File: config.mk
export PLATFORM = sky130hd
export DESIGN_NAME = seg_disp_arb
export DESIGN_NICKNAME = d
export VERILOG_FILES = /design/src/rtl/seg_arb_pkg.sv /design/src/rtl/seg_rr_pick.sv /design/src/rtl/seg_disp_arb.sv
export SDC_FILE = /design/constraint.sdc
export NUM_CORES = 1
export LEC_CHECK = 0
export BUFFER_PORTS_ARGS = -buffer_cell sky130_fd_sc_hd__buf_2
export CAP_MARGIN = 10
export CORE_MARGIN = 10
export CORE_UTILIZATION = 40
export CTS_BUF_LIST = sky130_fd_sc_hd__clkbuf_4
export CTS_CLUSTER_SIZE = 40
export DETAILED_ROUTE_END_ITERATION = 8
export PLACE_DENSITY_LB_ADDON = 0.1
export SYNTH_ARGS = -nofsm -noshare
export SYNTH_HDL_FRONTEND = slang
export SYNTH_SLANG_ARGS = --single-unit
File: constraint.sdc
create_clock -name sys_clk -period 5.8 [get_ports sys_clk]
set_input_delay 0.29 -clock sys_clk [delete_from_list [all_inputs] [get_ports sys_clk]]
set_output_delay 0.29 -clock sys_clk [all_outputs]
set_load 0.005 [all_outputs]
File: src/rtl/seg_arb_pkg.sv
// Shared widths, state encoding and small index helpers for the display arbiter.
package seg_arb_pkg;
    localparam int NUM_SRC = 3;
    localparam int DATA_W  = 20;
    localparam int POINT_W = 6;
    localparam int CNT_W   = 26;

    typedef enum logic [1:0] {
        IDLE  = 2'd0,
        GRANT = 2'd1,
        BLANK = 2'd2
    } state_t;

    function automatic logic [NUM_SRC-1:0] onehot(input logic [1:0] idx);
        case (idx)
            2'd0:    return 3'b001;
            2'd1:    return 3'b010;
            default: return 3'b100;
        endcase
    endfunction

    function automatic logic req_at(input logic [NUM_SRC-1:0] r, input logic [1:0] idx);
        case (idx)
            2'd0:    return r[0];
            2'd1:    return r[1];
            default: return r[2];
        endcase
    endfunction

    // Modulo-3 successor of a source index.
    function automatic logic [1:0] next_idx(input logic [1:0] idx);
        case (idx)
            2'd0:    return 2'd1;
            2'd1:    return 2'd2;
            default: return 2'd0;
        endcase
    endfunction
endpackage

File: src/rtl/seg_rr_pick.sv
// Combinational round-robin picker: searches last_owner+1, +2, then last_owner itself.
module seg_rr_pick
    import seg_arb_pkg::*;
(
    input  logic [NUM_SRC-1:0] req,
    input  logic [1:0]         last_owner,
    input  logic               excl_last,
    output logic [1:0]         winner,
    output logic               any
);
    logic [1:0] cand1;
    logic [1:0] cand2;

    assign cand1 = next_idx(last_owner);
    assign cand2 = next_idx(cand1);

    // With excl_last set, "any" means a source other than the current owner is waiting.
    always_comb begin
        winner = last_owner;
        any    = 1'b1;
        if (req_at(req, cand1))
            winner = cand1;
        else if (req_at(req, cand2))
            winner = cand2;
        else if (req_at(req, last_owner) && !excl_last)
            winner = last_owner;
        else
            any = 1'b0;
    end
endmodule

File: src/rtl/seg_disp_arb.sv
// Round-robin owner of the shared 6-digit display with minimum dwell and blanking gap.
module seg_disp_arb
    import seg_arb_pkg::*;
#(
    parameter logic [CNT_W-1:0] DWELL_MAX = 26'd49_999_999,
    parameter logic [CNT_W-1:0] BLANK_MAX = 26'd2_499_999
)
(
    input  logic                sys_clk,
    input  logic                sys_rst_n,
    input  logic [NUM_SRC-1:0]  req,
    input  logic [DATA_W-1:0]   data0,
    input  logic [DATA_W-1:0]   data1,
    input  logic [DATA_W-1:0]   data2,
    input  logic [POINT_W-1:0]  point0,
    input  logic [POINT_W-1:0]  point1,
    input  logic [POINT_W-1:0]  point2,
    input  logic                sign0,
    input  logic                sign1,
    input  logic                sign2,
    output logic [NUM_SRC-1:0]  gnt,
    output logic [DATA_W-1:0]   data,
    output logic [POINT_W-1:0]  point,
    output logic                sign,
    output logic                seg_en
);
    localparam int BUN_W = DATA_W + POINT_W + 1;

    state_t             state, state_nx;
    logic [CNT_W-1:0]   cnt, cnt_nx;
    logic [1:0]         last_owner, last_nx;
    logic [NUM_SRC-1:0] gnt_nx;
    logic [BUN_W-1:0]   bun_nx;
    logic               seg_en_nx;
    logic [BUN_W-1:0]   bun0, bun1, bun2;
    logic [1:0]         winner;
    logic               pick_any;

    assign bun0 = {sign0, point0, data0};
    assign bun1 = {sign1, point1, data1};
    assign bun2 = {sign2, point2, data2};

    function automatic logic [BUN_W-1:0] src_bundle(input logic [1:0] idx,
                                                    input logic [BUN_W-1:0] b0,
                                                    input logic [BUN_W-1:0] b1,
                                                    input logic [BUN_W-1:0] b2);
        case (idx)
            2'd0:    return b0;
            2'd1:    return b1;
            default: return b2;
        endcase
    endfunction

    seg_rr_pick u_pick (
        .req        (req),
        .last_owner (last_owner),
        .excl_last  (state == GRANT),
        .winner     (winner),
        .any        (pick_any)
    );

    always_ff @(posedge sys_clk or negedge sys_rst_n) begin
        if (!sys_rst_n) begin
            state               <= IDLE;
            cnt                 <= '0;
            last_owner          <= 2'd2;
            gnt                 <= '0;
            {sign, point, data} <= '0;
            seg_en              <= 1'b0;
        end else begin
            state               <= state_nx;
            cnt                 <= cnt_nx;
            last_owner          <= last_nx;
            gnt                 <= gnt_nx;
            {sign, point, data} <= bun_nx;
            seg_en              <= seg_en_nx;
        end
    end

    always_comb begin
        state_nx  = state;
        cnt_nx    = cnt;
        last_nx   = last_owner;
        gnt_nx    = '0;
        bun_nx    = '0;
        seg_en_nx = 1'b0;
        case (state)
            IDLE: begin
                cnt_nx = '0;
                if (pick_any) begin
                    state_nx  = GRANT;
                    last_nx   = winner;
                    gnt_nx    = onehot(winner);
                    bun_nx    = src_bundle(winner, bun0, bun1, bun2);
                    seg_en_nx = 1'b1;
                end
            end
            GRANT: begin
                gnt_nx    = gnt;
                bun_nx    = src_bundle(last_owner, bun0, bun1, bun2);
                seg_en_nx = 1'b1;
                cnt_nx    = (cnt == DWELL_MAX) ? cnt : cnt + 26'd1;
                // Owner release always wins; pre-emption only once dwell has been served.
                if (!req_at(req, last_owner) || (cnt == DWELL_MAX && pick_any)) begin
                    state_nx  = BLANK;
                    gnt_nx    = '0;
                    bun_nx    = '0;
                    seg_en_nx = 1'b0;
                    cnt_nx    = '0;
                end
            end
            BLANK: begin
                cnt_nx = cnt + 26'd1;
                if (cnt == BLANK_MAX) begin
                    cnt_nx = '0;
                    if (pick_any) begin
                        state_nx  = GRANT;
                        last_nx   = winner;
                        gnt_nx    = onehot(winner);
                        bun_nx    = src_bundle(winner, bun0, bun1, bun2);
                        seg_en_nx = 1'b1;
                    end else begin
                        state_nx = IDLE;
                    end
                end
            end
            default: begin
                state_nx = IDLE;
                cnt_nx   = '0;
            end
        endcase
    end
endmodule

==> results of run 1 <==
[worst max-delay path: stages (launching register included)]
cell and delay, ps:
dfrtp_2 1040, mux2i_1 320, a21oi_1 140, a31oi_4 820, nand2b_1 250, a21oi_1 70, mux2_1 310
[cell usage in the layout, fill, tap and decap left out, types with 2 or more instances in the layout]
cell type  netlist  layout
mux2i_1         28      28
o22a_1          27      27
clkinv_4         0       2
and2_1           2       2
nand3_1          6       6
nor2b_1          5       5
nor2_1          40      40
nor4bb_1         2       2
clkbuf_4         0       9
nor3_2           2       2
nor3_1           2       2
or3_1            4       4
inv_6            0       3
buf_4            0       8
nor4b_1          3       3
dfrtp_1         60      59
and4_1           3       3
nand2b_1         5       5
o211ai_1        55      55
ha_1             5       5
mux2_1           2       2
a21oi_1         34      33
xnor2_1         14      14
a22o_1           3       3
a21oi_2          1       2
o21ai_1          6       6
inv_1           10      10
xor2_1           7       7
o21ai_0          7       7
nand4_1          7       7
buf_2           13     116
nand2_1         43      43
o31ai_1          2       2
[flip-flops by register name (all words and copies together), names as in the netlist]
| name | count |
|---|---|
| data | 20 |
| seg_en | 1 |
| last_owner | 2 |
| cnt | 26 |
| state | 2 |
| sign | 1 |
| point | 6 |
| gnt | 3 |
[kinds of logic (layout without fill, tap and decap cells)]
logic type               Yosys count  after routing
adder cells (fa/ha/maj)            5              5
AND/OR/NAND/NOR                  135            135
AO/OA/AOI/OAI                    146            146
flip-flops                        61             61
buffers and inverters             44            150
multiplexers                      31             31
XOR/XNOR                          21             21
[per-layer routing]
layer,GRT usage,share of wire,vias to the layer above
met4,0.0520,0.013,0
met1,0.197,0.43,1835
met5,0,0,-
met2,0.293,0.49,118
met3,0.0516,0.069,12
li1,-,-,1842
[path summary, 6_finish.rpt]
kind                                      startpoint                        end  slack (ps)  cells after the start
max                        last_owner[0]$_DFFE_PN0P_       state[1]$_DFFE_PN0P_        2740                      6
min                                        sys_rst_n        cnt[11]$_DFFE_PN0P_          20                      2
max reg2reg                last_owner[0]$_DFFE_PN0P_       state[1]$_DFFE_PN0P_        2740                      6
min reg2reg                       gnt[0]$_DFFE_PN0P_         gnt[0]$_DFFE_PN0P_         520                      1
max in group asynchronous                  sys_rst_n  last_owner[0]$_DFFE_PN0P_        5190                      2
min in group sys_clk                       data2[10]         data[10]$_DFF_PN0_         170                      3
[through the flow]
stage | std cells | area [um2] | setup WS, ps | util
floorplan | 443 | 4010 | 3700 | -
global placement | 666 | 4670 | 2730 | 0.478
detailed placement | 666 | 4670 | 2720 | 0.478
CTS | 682 | 4820 | 2700 | 0.493
global route | 682 | 4820 | 2490 | 0.493
finish | 682 | 4820 | 2740 | 0.493
[cell type report]
| class | count | area, um2 |
|---|---|---|
| Timing Repair Buffer | 124 | 641 |
| Multi-Input combinational cell | 338 | 2300 |
| Clock buffer | 9 | 67.6 |
| Clock inverter | 7 | 81.3 |
| Fill cell | 964 | 4950 |
| Inverter | 10 | 37.5 |
| Tap cell | 133 | 166 |
| Sequential cell | 61 | 1530 |
[where the power goes]
group	switching, mW	internal (mW)	total [mW]
combinational	0.530	0.393	0.923
sequential	0.0940	0.533	0.627
clock	0.186	0.137	0.323
total	0.810	1.06	1.87
==> impl_metrics.toml, run 1 <==
[placement]
gp_congestion = 0.819
hpwl_um = 8440
port_buffers = 116

[routing]
via_count = 3807
wire_per_inst_um = 18.0
dr.first_iter.drc_count = 241
wl_um = 12300
via_per_inst = 5.58
antenna_left = 0
drcViolationCount = 0
dr.pass1.iters = 4

[power_and_ir_drop]
ir_drop_mv = 0.148
power.density_nw_per_um2 = 388
leakage_nw = 2.07
power_mw = 1.87

[floorplan]
coreArea_um2 = 9770
initial_core_util = 0.410
row_count = 36
die_w_um = 120
fp.dieH_um = 120
dieArea_um2 = 14400
ios = 117

[cells_and_area]
nets = 635
area_growth_syn_to_layout_pct = 20.4
drive_above_1_share = 0.282
diodes = 0

[logic_synthesis]
synthTopCellsByCount = "dfrtp_1 (60), o211ai_1 (55), nand2_1 (43)"
netlist_area_um2 = 4010
synthXorXnorAreaFrac = 0.0459
synth_top_family_by_area = "compound AO/OA/AOI/OAI gates"
synth_edf_count = 0
syn_nets = 534
avgSynthCellArea_um2 = 9.04
synth_top_cell_area_share = 0.375
synth_compound_area_frac = 0.257
yosysMostFrequentCell = "dfrtp_1"
synth_seq_cells = 61
async_flop_share = 1.00
ys_warn_count = 0
ys.flop_type = "dfrtp_1"
synth_area_leaders = "dfrtp_1 (37%), o211ai_1 (10%), mux2i_1 (7.0%)"
ys_seq_area_frac = 0.381
synthAdderAreaFrac = 0.0156
synth-simple-area-share = 0.174
synth_cells = 443
yosys.area.top_type = "dfrtp_1"
synth_mux_area_frac = 0.0784
synth.distinct_cells = 55

[global_routing]
grt_pass1_wl_um = 20100
track_usage = 0.170
grt_pass1_vias = 4041
grt_max_degree = 62
antenna_found_initial = 0
overflow = 0

[clocking]
cts.sinks = 61
clk_latency_ps = 430
cts_tree = "built"
cts_inserted_buffers = 9
root_buffer = "clkbuf_4"
htree_levels = 3
path_clk_slew_ps = 130
hold_buffers = 0
cts_setup_buffers = 0
cts_resized = 0
cts_buffer_depth = 2

[sta]
rsz0062_at_grt = "false"
slew_violations = 0
fin_tns_setup_ps = 0
setup_viol = 0
tightest_slew_ps = 1030
fin_hold_ws_ps = 20.7
post-route-period-util = 0.528
finClkSkew_ps = 15.3
fmax_mhz = 326
slew_headroom = 0.316
period_minus_slack_ps = 3060
finalHoldViolations = 0

[run]
drv_cap = 0

[run_status]
outcome = "finished, final reports clean"

[critical_path]
required_ps = 6110
cp-end-kind = "register"
critPathArrivalTime_ps = 3370
worstPathMaxFanout = 36
path_class = "register to register"
critPathLaunchType = "register"

[worst_hold_path]
hp-class = "input pin to async pin"
Note: power is estimated with default switching activity, not from simulation.
==> run 2, diff against run 1 <==
==> constraint.sdc (replaced) <==
create_clock -name sys_clk -period 3.1 [get_ports sys_clk]
set_input_delay 0.155 -clock sys_clk [delete_from_list [all_inputs] [get_ports sys_clk]]
set_output_delay 0.155 -clock sys_clk [all_outputs]
set_load 0.005 [all_outputs]
==> impl_metrics.toml, run 2 (synthesis gave the netlist of run 1 again) <==
[cells_and_area]
top_register = "cnt"
postLayoutCoreUtil = 0.493
drive_above_1_share = 0.284
area_growth_syn_to_layout_pct = 20.3
diodes = 0
nets = 640
final_common_cell = "buf_2"
finalInstanceArea_um2 = 4820
stdcell_count = 686
mostFrequentLayoutCells = "buf_2 (116), dfrtp_1 (59), o211ai_1 (55)"
largest_register_ffs = 26

[placement]
port_buffers = 116
hpwl_um = 8780
post_dp_cell_area_um2 = 4700
gp_congestion = 0.800
dp.cells = 670

[sta]
rsz0062_at_grt = "false"
period_minus_slack_ps = 2410
fin_hold_ws_ps = 27.9
finalHoldViolations = 0
fmax_mhz = 416
tightest_slew_ps = 907
post-route-period-util = 0.776
finClkSkew_ps = 24.4
slew_violations = 0
slew_headroom = 0.395
setup_viol = 0
fin_tns_setup_ps = 0

[critical_path]
rrSetupSlack_ps = 690
worstPathMaxFanout = 8
critPathArrivalTime_ps = 2720
required_ps = 3410
cp-end-kind = "register"
critPathLaunchType = "register"
path_class = "register to register"

[routing]
antenna_left = 0
drcViolationCount = 0
via_count = 3810
wl_um = 12200
dr.first_iter.drc_count = 204
via_per_inst = 5.55
wire_per_inst_um = 17.7
dr.pass1.iters = 5

[clocking]
path_clk_slew_ps = 120
cts_inserted_buffers = 9
cts_buffer_depth = 2
htree_levels = 3
cts_setup_buffers = 0
clk_latency_ps = 450
cts_tree = "built"
root_buffer = "clkbuf_4"
cts.sinks = 61

[global_routing]
grt_pass1_vias = 4046
overflow = 0
track_usage = 0.171
grt_max_degree = 39
grt_pass1_wl_um = 20100
antenna_found_initial = 0

[floorplan]
initial_core_util = 0.410
fp.dieH_um = 120
die_w_um = 120
ios = 117
coreArea_um2 = 9770
dieArea_um2 = 14400
row_count = 36

[power_and_ir_drop]
power.density_nw_per_um2 = 701
ir_drop_mv = 0.306
leakage_nw = 2.08

[run_status]
outcome = "finished, final reports clean"

[worst_hold_path]
hp-class = "input pin to register"

[run]
drv_cap = 0
## run 2: cell types whose count changed in the layout (fill, tap and decap cells not counted)
cell | previous run | this run
clkinv_4 | 2 | 0
clkinvlp_4 | 1 | 0
clkinv_1 | 0 | 1
inv_6 | 3 | 0
clkinv_2 | 0 | 2
bufinv_16 | 1 | 0
clkbuf_4 | 9 | 12
buf_4 | 8 | 12
dlygate4sd3_1 | 0 | 1
## run 2: area by class of cell
| class | count | area, um2 |
|---|---|---|
| fill | 981 | 4960 |
| multi-input combinational | 338 | 2300 |
| sequential | 61 | 1530 |
| timing repair buffer | 129 | 681 |
| tap | 133 | 166 |
| clock buffer | 12 | 90.1 |
| inverter | 10 | 37.5 |
| clock inverter | 3 | 13.8 |
## run 2: routing by layer
metal	global-route usage	vias to the layer above	wire (um)
li1	-	1853	-
met1	0.189	1817	5050
met2	0.294	125	6010
met3	0.0609	15	895
met4	0.0679	0	218
met5	0	-	0
## run 2: final timing paths
kind / from / end / depth (start not counted)
setup / recovery: cnt[0]$_DFFE_PN0P_ / cnt[7]$_DFFE_PN0P_ / 7
hold / removal: sign2 / sign$_DFF_PN0_ / 3
setup reg to reg: cnt[0]$_DFFE_PN0P_ / cnt[7]$_DFFE_PN0P_ / 7
hold reg to reg: gnt[0]$_DFFE_PN0P_ / gnt[0]$_DFFE_PN0P_ / 1
max in group asynchronous: sys_rst_n / cnt[9]$_DFFE_PN0P_ / 3
min in group asynchronous: sys_rst_n / data[15]$_DFF_PN0_ / 2
## run 2: worst max-delay path, cell delays in order, from the launching register on
cell and delay [ps]:
dfrtp_1 400, ha_1 240, nand4_2 140, nor4_1 570
o2111ai_1 490, nor2b_1 280, xnor2_1 130, nor2_1 50
## run 2: power by group
part | leakage [nW] | switching (mW) | internal, mW
Clock | 0.0646 | 0.286 | 0.183
Combinational | 1.20 | 1.04 | 0.749
Sequential | 0.810 | 0.124 | 0.998
## run 2: repair_timing
item                                    4_1_cts  5_1_grt
endpoints found under the setup margin        0        0
hold endpoints to repair                     35        0
gates resized for setup                       0        0
hold buffers                                  1        0
## run 2: metrics by stage
stage               setup WS (ps)  total power, mW
CTS                           718             3.43
floorplan                     998             2.34
finish                        693             3.38
global route                  477             3.67
detailed placement            773             2.94
global placement              764             2.93
